## src/rtl/dma_timing_ctrl.sv

```systemverilog
// rtl/dma_timing_ctrl.sv - single-channel DMA transfer timing controller
module dma_timing_ctrl #(
    parameter int CNT_W = 16
) (
    input  logic             CLK,
    input  logic             RESET_N,
    input  logic             DREQ,
    input  logic             HLDA,
    input  logic             CS_N,
    input  logic             EOP_IN_N,
    input  logic [CNT_W-1:0] baseAddr,
    input  logic [CNT_W-1:0] baseCount,
    input  logic             load,
    input  logic [1:0]       xferType,
    input  logic             autoInit,
    input  logic             blockMode,
    input  logic             addrDec,
    input  logic             clrTc,
    output logic             HRQ,
    output logic             DACK,
    output logic             AEN,
    output logic             ADSTB,
    output logic             EOP_OUT_N,
    output logic             enIoRead,
    output logic             enIoWrite,
    output logic             enMemRead,
    output logic             enMemWrite,
    output logic             enAddrUp,
    output logic             enAddrLow,
    output logic             enRegAddr,
    output logic             enIoAddrBuf,
    output logic [CNT_W-1:0] curAddr,
    output logic             tc
);

    localparam logic [2:0] ST_SI = 3'd0;
    localparam logic [2:0] ST_S0 = 3'd1;
    localparam logic [2:0] ST_S1 = 3'd2;
    localparam logic [2:0] ST_S2 = 3'd3;
    localparam logic [2:0] ST_S3 = 3'd4;
    localparam logic [2:0] ST_S4 = 3'd5;

    localparam logic [CNT_W-1:0] ONE = {{(CNT_W-1){1'b0}}, 1'b1};

    logic [2:0]       state;
    logic [2:0]       state_nxt;
    logic [CNT_W-1:0] cur_count;
    logic             mask;
    logic             eop_latch;
    logic             in_xfer;
    logic             in_cmd;
    logic             count_zero;
    logic             terminate;
    logic             is_read;
    logic             is_write;

    assign in_xfer    = (state == ST_S1) || (state == ST_S2) || (state == ST_S3) || (state == ST_S4);
    assign in_cmd     = (state == ST_S2) || (state == ST_S3) || (state == ST_S4);
    assign count_zero = (cur_count == '0);
    // An EOP arriving during S4 itself still ends the service at this S4 exit.
    assign terminate  = (state == ST_S4) && (count_zero || eop_latch || !EOP_IN_N);
    assign is_read    = (xferType == 2'b10);
    assign is_write   = (xferType == 2'b01);

    // Next-state selection: request in idle, hold handshake, fixed S1..S4 cycle, then continue or stop.
    always_comb begin
        state_nxt = state;
        case (state)
            ST_SI: if (DREQ && CS_N && !mask) state_nxt = ST_S0;
            ST_S0: if (HLDA) state_nxt = ST_S1;
            ST_S1: state_nxt = ST_S2;
            ST_S2: state_nxt = ST_S3;
            ST_S3: state_nxt = ST_S4;
            ST_S4: begin
                if (terminate || !blockMode || !HLDA) state_nxt = ST_SI;
                else                                  state_nxt = ST_S1;
            end
            default: state_nxt = ST_SI;
        endcase
    end

    // State register.
    always_ff @(posedge CLK or negedge RESET_N) begin
        if (!RESET_N) state <= ST_SI;
        else          state <= state_nxt;
    end

    // Address/count, channel mask, EOP latch and sticky terminal count.
    always_ff @(posedge CLK or negedge RESET_N) begin
        if (!RESET_N) begin
            curAddr   <= '0;
            cur_count <= '0;
            mask      <= 1'b1;
            eop_latch <= 1'b0;
            tc        <= 1'b0;
        end else begin
            if (state == ST_SI) begin
                if (load) begin
                    curAddr   <= baseAddr;
                    cur_count <= baseCount;
                    mask      <= 1'b0;
                end
            end else if (state == ST_S4) begin
                if (terminate && autoInit) begin
                    curAddr   <= baseAddr;
                    cur_count <= baseCount;
                end else begin
                    curAddr   <= addrDec ? (curAddr - ONE) : (curAddr + ONE);
                    cur_count <= cur_count - ONE;
                end
                if (terminate && !autoInit) mask <= 1'b1;
            end

            if (terminate)                 eop_latch <= 1'b0;
            else if (in_xfer && !EOP_IN_N) eop_latch <= 1'b1;

            // A terminal count on the same edge as clrTc leaves tc set.
            if (terminate && count_zero) tc <= 1'b1;
            else if (clrTc)              tc <= 1'b0;
        end
    end

    // Moore decode of bus controls; gating with RESET_N drops everything the instant reset asserts.
    always_comb begin
        HRQ         = RESET_N && (state != ST_SI);
        DACK        = RESET_N && in_xfer;
        AEN         = RESET_N && in_xfer;
        ADSTB       = RESET_N && (state == ST_S1);
        enAddrUp    = RESET_N && in_xfer;
        enAddrLow   = RESET_N && in_xfer;
        enMemRead   = RESET_N && in_cmd && is_read;
        enIoWrite   = RESET_N && in_cmd && is_read;
        enIoRead    = RESET_N && in_cmd && is_write;
        enMemWrite  = RESET_N && in_cmd && is_write;
        enRegAddr   = RESET_N && (state == ST_SI) && !CS_N;
        enIoAddrBuf = RESET_N && (state == ST_SI) && !CS_N;
        EOP_OUT_N   = !(RESET_N && (state == ST_S4) && count_zero);
    end

endmodule

```

## config.mk

```make
export PLATFORM = sky130hd
export DESIGN_NAME = dma_timing_ctrl
export DESIGN_NICKNAME = d
export VERILOG_FILES = /design/src/rtl/dma_timing_ctrl.sv
export SDC_FILE = /design/constraint.sdc
export NUM_CORES = 1
export LEC_CHECK = 0
export CAP_MARGIN = 20
export CORE_MARGIN = 1
export CORE_UTILIZATION = 64
export CTS_CLUSTER_DIAMETER = 120
export DETAILED_ROUTE_END_ITERATION = 8
export DONT_BUFFER_PORTS = 1
export MAX_ROUTING_LAYER = met4
export PLACE_DENSITY = 0.8
export SYNTH_ARGS = -nofsm -noshare
export SYNTH_HDL_FRONTEND = slang
export SYNTH_SLANG_ARGS = --single-unit
```

## constraint.sdc

```tcl
create_clock -name CLK -period 3.6 [get_ports CLK]
set_clock_uncertainty 0.15 [all_clocks]
set_input_delay 0.36 -clock CLK [delete_from_list [all_inputs] [get_ports CLK]]
set_output_delay 0.36 -clock CLK [all_outputs]
set_load 0.02 [all_outputs]
```

==> results of run 1 <==
[stage by stage]
step	setup WS (ns)	util, %	cells
2_1_floorplan	0.8867	-	361
3_3_place_gp	0.7650	69.26	392
3_5_place_dp	0.7052	69.26	392
4_1_cts	0.3813	73.79	404
5_1_grt	0.2176	73.79	404
6_report	0.3700	73.79	404
[timing repair]
item                                   in CTS  in global routing
hold buffers                                4                  0
buffers inserted                            0                  0
endpoints found under the hold margin      40                  0
[routing by layer]
layer	track usage [%]	wire, um
met5	-	0
met4	8.163	79
met3	8.882	495
met2	46.60	2863
met1	37.51	3121
[power breakdown]
group | switching [mW] | total [mW] | internal (mW) | leakage [nW]
clock network | 0.168 | 0.446 | 0.278 | 0.0683
logic | 1.04 | 1.72 | 0.682 | 0.782
registers | 0.361 | 1.00 | 0.640 | 0.458
total | 1.57 | 3.17 | 1.60 | 1.31
[cells in the final DEF, fill, tap and decap left out, types with 3 or more instances in the layout]
| cell type | n |
|---|---|
| nor2_1 | 26 |
| a21o_1 | 6 |
| a211oi_1 | 3 |
| buf_4 | 6 |
| o22ai_1 | 8 |
| ha_1 | 16 |
| nor2b_1 | 7 |
| and3_1 | 9 |
| dfrtp_1 | 37 |
| xor2_1 | 3 |
| dlygate4sd3_1 | 3 |
| or2_2 | 3 |
| nor3_1 | 20 |
| inv_1 | 16 |
| nand3_1 | 13 |
| clkbuf_8 | 5 |
| nand4_1 | 3 |
| a31oi_1 | 5 |
| nor3b_1 | 3 |
| o21a_1 | 3 |
| o21ai_0 | 33 |
| or3_4 | 3 |
| xnor2_1 | 5 |
| o211ai_1 | 3 |
| nand2_1 | 29 |
| a21oi_1 | 44 |
[final cells by class]
class                   instances  area (um^2)  share of cell area (%)
clock buffers                   5        68.82                   2.250
clock inverters                 3        68.82                   2.250
inverters                      16        60.06                   1.964
multi-input cells             282         1750                   57.24
flip-flops and latches         38        952.2                   31.14
well taps                      50        62.56                   2.046
repair buffers                 10        95.09                   3.110
[worst reg2reg max path, delay by kind of cell, from the launching register on]
| kind | cells | cell delay, ns |
|---|---|---|
| buf+inv | 2 | 0.38 |
| fa+ha+maj | 1 | 0.24 |
| flops | 1 | 0.39 |
| simple gates | 4 | 1.04 |
| compound gates | 4 | 0.61 |
[registers in the layout (all words and copies together), names as in the netlist]
signal	count
curAddr	16
cur_count	16
state	3
eop_latch	1
mask	1
tc	1
[cell families (layout without fill, tap and decap cells)]
| family | Yosys count | in the layout | synth area share (%) |
|---|---|---|---|
| AND/OR/NAND/NOR | 134 | 134 | 24.72 |
| XOR/XNOR | 8 | 8 | 2.441 |
| AO/OA/AOI/OAI | 121 | 121 | 24.72 |
| multiplexers | 2 | 2 | 0.6975 |
| flip-flops | 38 | 38 | 33.17 |
| buffers and inverters | 41 | 34 | 6.582 |
| adder cells (fa/ha/maj) | 17 | 17 | 7.672 |
[final timing paths]
kind / endpoint / from / cells after the start
max in group asynchronous: mask$_DFFE_PN1P_ / RESET_N / 2
worst max register to register: cur_count[12]$_DFFE_PN0P_ / cur_count[0]$_DFFE_PN0P_ / 11
worst max-delay path: EOP_OUT_N / cur_count[0]$_DFFE_PN0P_ / 7
worst min register to register: eop_latch$_DFFE_PN0P_ / eop_latch$_DFFE_PN0P_ / 2
worst min-delay path: curAddr[6]$_DFFE_PN0P_ / baseAddr[6] / 2
min in group asynchronous: curAddr[14]$_DFFE_PN0P_ / RESET_N / 2
==> impl_metrics.ini, run 1 <==
[synthesis]
syn_inst = 361
synth_area_per_cell_um2 = 7.951
synthMostInstantiatedCell = a21oi_1
synth_fp_nets = 423
netlist_area_um2 = 2870
yosys_warnings = 0
synth_top_cell_by_area = dfrtp_1
async_flop_share_pct = 100.0
synthTopCellsByCount = 46 x a21oi_1, 37 x dfrtp_1, 33 x o21ai_0
synth-seq-area-share_pct = 33.17
synth_top_area_share_pct = 32.26
ys_types = 56
synth_area_leaders = dfrtp_1 32%, a21oi_1 8.0%, ha_1 7.0%
yosys_register_bits = 38
synth-main-ff-cell = dfrtp_1
synth_edf_count = 0

[worst_setup_path]
crit_slowest_cell = or4_2
rrSetupSlack_ns = 0.68
cp.required_ns = 3.09
crit_fanout = 5
path_class = reg -> out
cp.arrival_ns = 2.72
path_buf_inv = 1
path_delay_family = simple AND/OR/NAND/NOR gates
cp-end-kind = output pin
slowest_delay_ns = 0.71
cp_cell_sequence = inv_1 > ha_1 > nor2b_1 > nand2_1 > or4_2 > nor3_1 > nand4_1
cp-start-kind = flip-flop

[routing]
via_count = 2587
drt_wl_total_um = 6560
first_pass_iters = 4
drtAntennaViolNets = 0
drc = 0
viasPerCell = 6.403
drtIter0Drc = 223
wl_per_cell_um = 16.24

[run]
drv_cap = 0

[layout]
syn_to_final_growth_pct = 6.539
fillers = 318
fin_area_um2 = 3058
fin_nets = 415
diodes = 0
drive_gt1_share_pct = 9.322

[clock_network]
clk_path_buf_depth = 2
cts_tree = yes
root_buffer = clkbuf_8
postCtsResizedCells = 0
insertion_delay_ns = 0.30
cts_buffers = 5
cts_sinks = 38
clk_pin_slew_ns = 0.08
htree_levels = 2

[placed_design]
port_buffers = 0
placed_area_um2 = 2870
dp_hpwl_um = 4505
place.gp.congestion = 0.8839

[grt]
grt_pass1_wl_um = 10240
antenna_found_initial = 0
grt_usage_pct = 29.85
grt_pass1_vias = 2261
grt-ovfl-total = 0
grt_max_degree = 54

[timing]
drv_slew = 0
final.min_clock_period_ns = 3.230
rsz0062_at_grt = no
relSlewSlack_pct = 33.74
hold_ws_ns = 0.04990
hold_viol = 0
setup_viol = 0
fin_tns_setup_ns = 0
worstMarginPinSlew_ns = 0.9913
fin_crit_sh_pct = 89.72
timing.fmax_ghz = 0.3096

[power]
irDropWorstVdd_uv = 542.9
finalPower_mw = 3.169
p_per_area_nw_per_um2 = 1036
p_leak_nw = 1.308

[status]
status = complete, no violations

[floorplanning]
die_width_um = 68.97
dieHeight_um = 68.97
io_pins = 75
rows = 23
die-area_um2 = 4757
initial_core_util_pct = 69.26
core-area_um2 = 4144

[worst_hold_path]
hold_class = in -> reg
(Power assumes the default switching activity.)
==> run 2: changes to the inputs <==
--- a/config.mk
+++ b/config.mk
@@ -7,12 +7,13 @@
 export LEC_CHECK = 0
 export CAP_MARGIN = 20
 export CORE_MARGIN = 1
-export CORE_UTILIZATION = 64
+export CORE_UTILIZATION = 65
+export CTS_BUF_LIST = sky130_fd_sc_hd__clkbuf_4 sky130_fd_sc_hd__clkbuf_8
 export CTS_CLUSTER_DIAMETER = 120
 export DETAILED_ROUTE_END_ITERATION = 8
 export DONT_BUFFER_PORTS = 1
 export MAX_ROUTING_LAYER = met4
-export PLACE_DENSITY = 0.8
+export PLACE_DENSITY = 0.81
 export SYNTH_ARGS = -nofsm -noshare
 export SYNTH_HDL_FRONTEND = slang
 export SYNTH_SLANG_ARGS = --single-unit
==> run 2 against run 1 <==
Against the previous run: via count is 0.93% higher; non-clock buffer count stayed put; largest power group unchanged; clock power is 28% lower; sequential power hardly changed; die area is 1.5% lower; critical endpoint unchanged; total power is 3.8% lower; highest routed layer unchanged.
==> impl_metrics.ini, run 2 (synthesis gave the netlist of run 1 again) <==
[status]
status = complete, no violations

[timing]
fin_tns_setup_ns = 0
worstMarginPinSlew_ns = 1.001
relSlewSlack_pct = 33.11
rsz0062_at_grt = no
drv_slew = 0
final.min_clock_period_ns = 3.107
fin_crit_sh_pct = 86.31
setup_ws_ns = 0.4928
setup_viol = 0
hold_viol = 0
timing.fmax_ghz = 0.3218

[clock_network]
cts_setup_buffers = 0
cts_buffers = 5
htree_levels = 2
insertion_delay_ns = 0.30
clk_pin_slew_ns = 0.08
root_buffer = clkbuf_8
clk_path_buf_depth = 2
cts_sinks = 38
cts_tree = yes

[routing]
dr.max_layer_used = met4
drtAntennaViolNets = 0
via_count = 2611
wl_met3_um = 538
first_pass_iters = 5
drt_wl_total_um = 6714
viasPerCell = 6.463
wl_met2_um = 3132
wl_per_cell_um = 16.62
wirelength_met1_um = 2981
drtIter0Drc = 191
drc = 0

[layout]
reg.largest.list = curAddr: 16 flops, cur_count: 16 flops, state: 3 flops
layout_common_cells = 44 x a21oi_1, 37 x dfrtp_1, 33 x o21ai_0
final_util_pct = 73.21
fin_cells = 404
diodes = 0
layout_commonest_cell = a21oi_1
syn_to_final_growth_pct = 4.969
fin_nets = 415
drive_gt1_share_pct = 9.605

[power]
p_leak_nw = 1.293
combPwrFrac_pct = 56.7
irDropWorstVdd_uv = 566.9
p_int_mw = 1.484
switching_share_pct = 51.29
pwr-share-clk_pct = 10.5
power.switching_mw = 1.563
p_per_area_nw_per_um2 = 1011
seq_power_share_pct = 32.9

[worst_setup_path]
cp-end-kind = output pin
cp-start-kind = flip-flop
path_class = reg -> out
critical_path.startpoint = cur_count[0]$_DFFE_PN0P_
crit_fanout = 5
cp.arrival_ns = 2.60
r2r-start = cur_count[0]$_DFFE_PN0P_
cp.required_ns = 3.09

[floorplanning]
core-area_um2 = 4115
io_pins = 75
dieHeight_um = 68.45
die_width_um = 68.45
initial_core_util_pct = 69.75
rows = 23
die-area_um2 = 4685

[grt]
grt-ovfl-total = 0
antenna_found_initial = 0
grt_pass1_vias = 2368
grt_pass1_wl_um = 10520
grt_usage_pct = 31.28
grt_max_degree = 54

[placed_design]
dp_hpwl_um = 4661
place.gp.congestion = 0.8760
dp_slack_ns = 0.6029
dp.cells = 393
port_buffers = 0

[run]
drv_cap = 0

[worst_hold_path]
min_from = clrTc
hold_class = in -> reg
-- run 2: changes by cell type in the layout (fill, tap and decap cells not counted) --
| cell | before | now |
|---|---|---|
| clkbuf_4 | 0 | 1 |
| clkbuf_8 | 5 | 6 |
| clkinv_2 | 0 | 1 |
| buf_4 | 6 | 7 |
| bufinv_16 | 2 | 0 |
| dlygate4sd3_1 | 3 | 2 |
| clkinv_4 | 1 | 0 |
-- run 2: cell type report --
cell class	count	area, um^2
Clock inverter	1	5.005
Multi-Input combinational cell	282	1750
Inverter	16	60.06
Sequential cell	38	952.2
Fill cell	355	1102
Timing Repair Buffer	10	92.59
Tap cell	50	62.56
Clock buffer	7	90.09
-- run 2: power by group through the flow --
stage               sequential (mW)  clock [mW]  combinational [mW]
finish                         1.00       0.319                1.73
global route                   1.04       0.340                1.95
CTS                           0.995       0.327                1.72
detailed placement             1.00           0                1.70
global placement              0.995           0                1.64
floorplan                     0.910           0                1.47
-- run 2: through the flow --
| stage | instance area [um^2] | power (mW) | hold WS (ns) |
|---|---|---|---|
| finish | 3013 | 3.047 | 0.01014 |
| global route | 3013 | 3.328 | 0.006739 |
| CTS | 3013 | 3.038 | 0.006035 |
| detailed placement | 2878 | 2.699 | -0.08483 |
| global placement | 2878 | 2.631 | -0.08480 |
| floorplan | 2870 | 2.383 | -0.08559 |
-- run 2: what timing repair did --
item                                   CTS  global route
endpoints found under the hold margin   39             0
setup endpoints to repair                0             0
hold buffers                             3             0
resized for setup                        0             0
-- run 2: layer usage --
layer / global-route usage (%) / vias to the layer above
met1: 40.06 / 1186
met5: - / -
met4: 7.031 / 0
met3: 7.833 / 7
li1: - / 1299
met2: 49.63 / 119
-- run 2: final timing paths --
| check | endpoint | slack (ns) | cells past startpoint |
|---|---|---|---|
| min in group asynchronous | curAddr[10]$_DFFE_PN0P_ | 0.37 | 2 |
| setup reg to reg | cur_count[12]$_DFFE_PN0P_ | 0.59 | 11 |
| hold / removal | tc$_DFFE_PN0P_ | 0.01 | 1 |
| hold reg to reg | eop_latch$_DFFE_PN0P_ | 0.38 | 2 |
| setup / recovery | EOP_OUT_N | 0.49 | 8 |
| max in group asynchronous | mask$_DFFE_PN1P_ | 2.68 | 2 |
-- run 2: critical path, cell delays in order (launching register included) --
cell,delay [ns]
dfrtp_1,0.41
inv_1,0.09
ha_1,0.22
nor2b_1,0.18
nand2_1,0.13
or4_2,0.72
nor3_1,0.16
buf_4,0.15
nand4_1,0.24
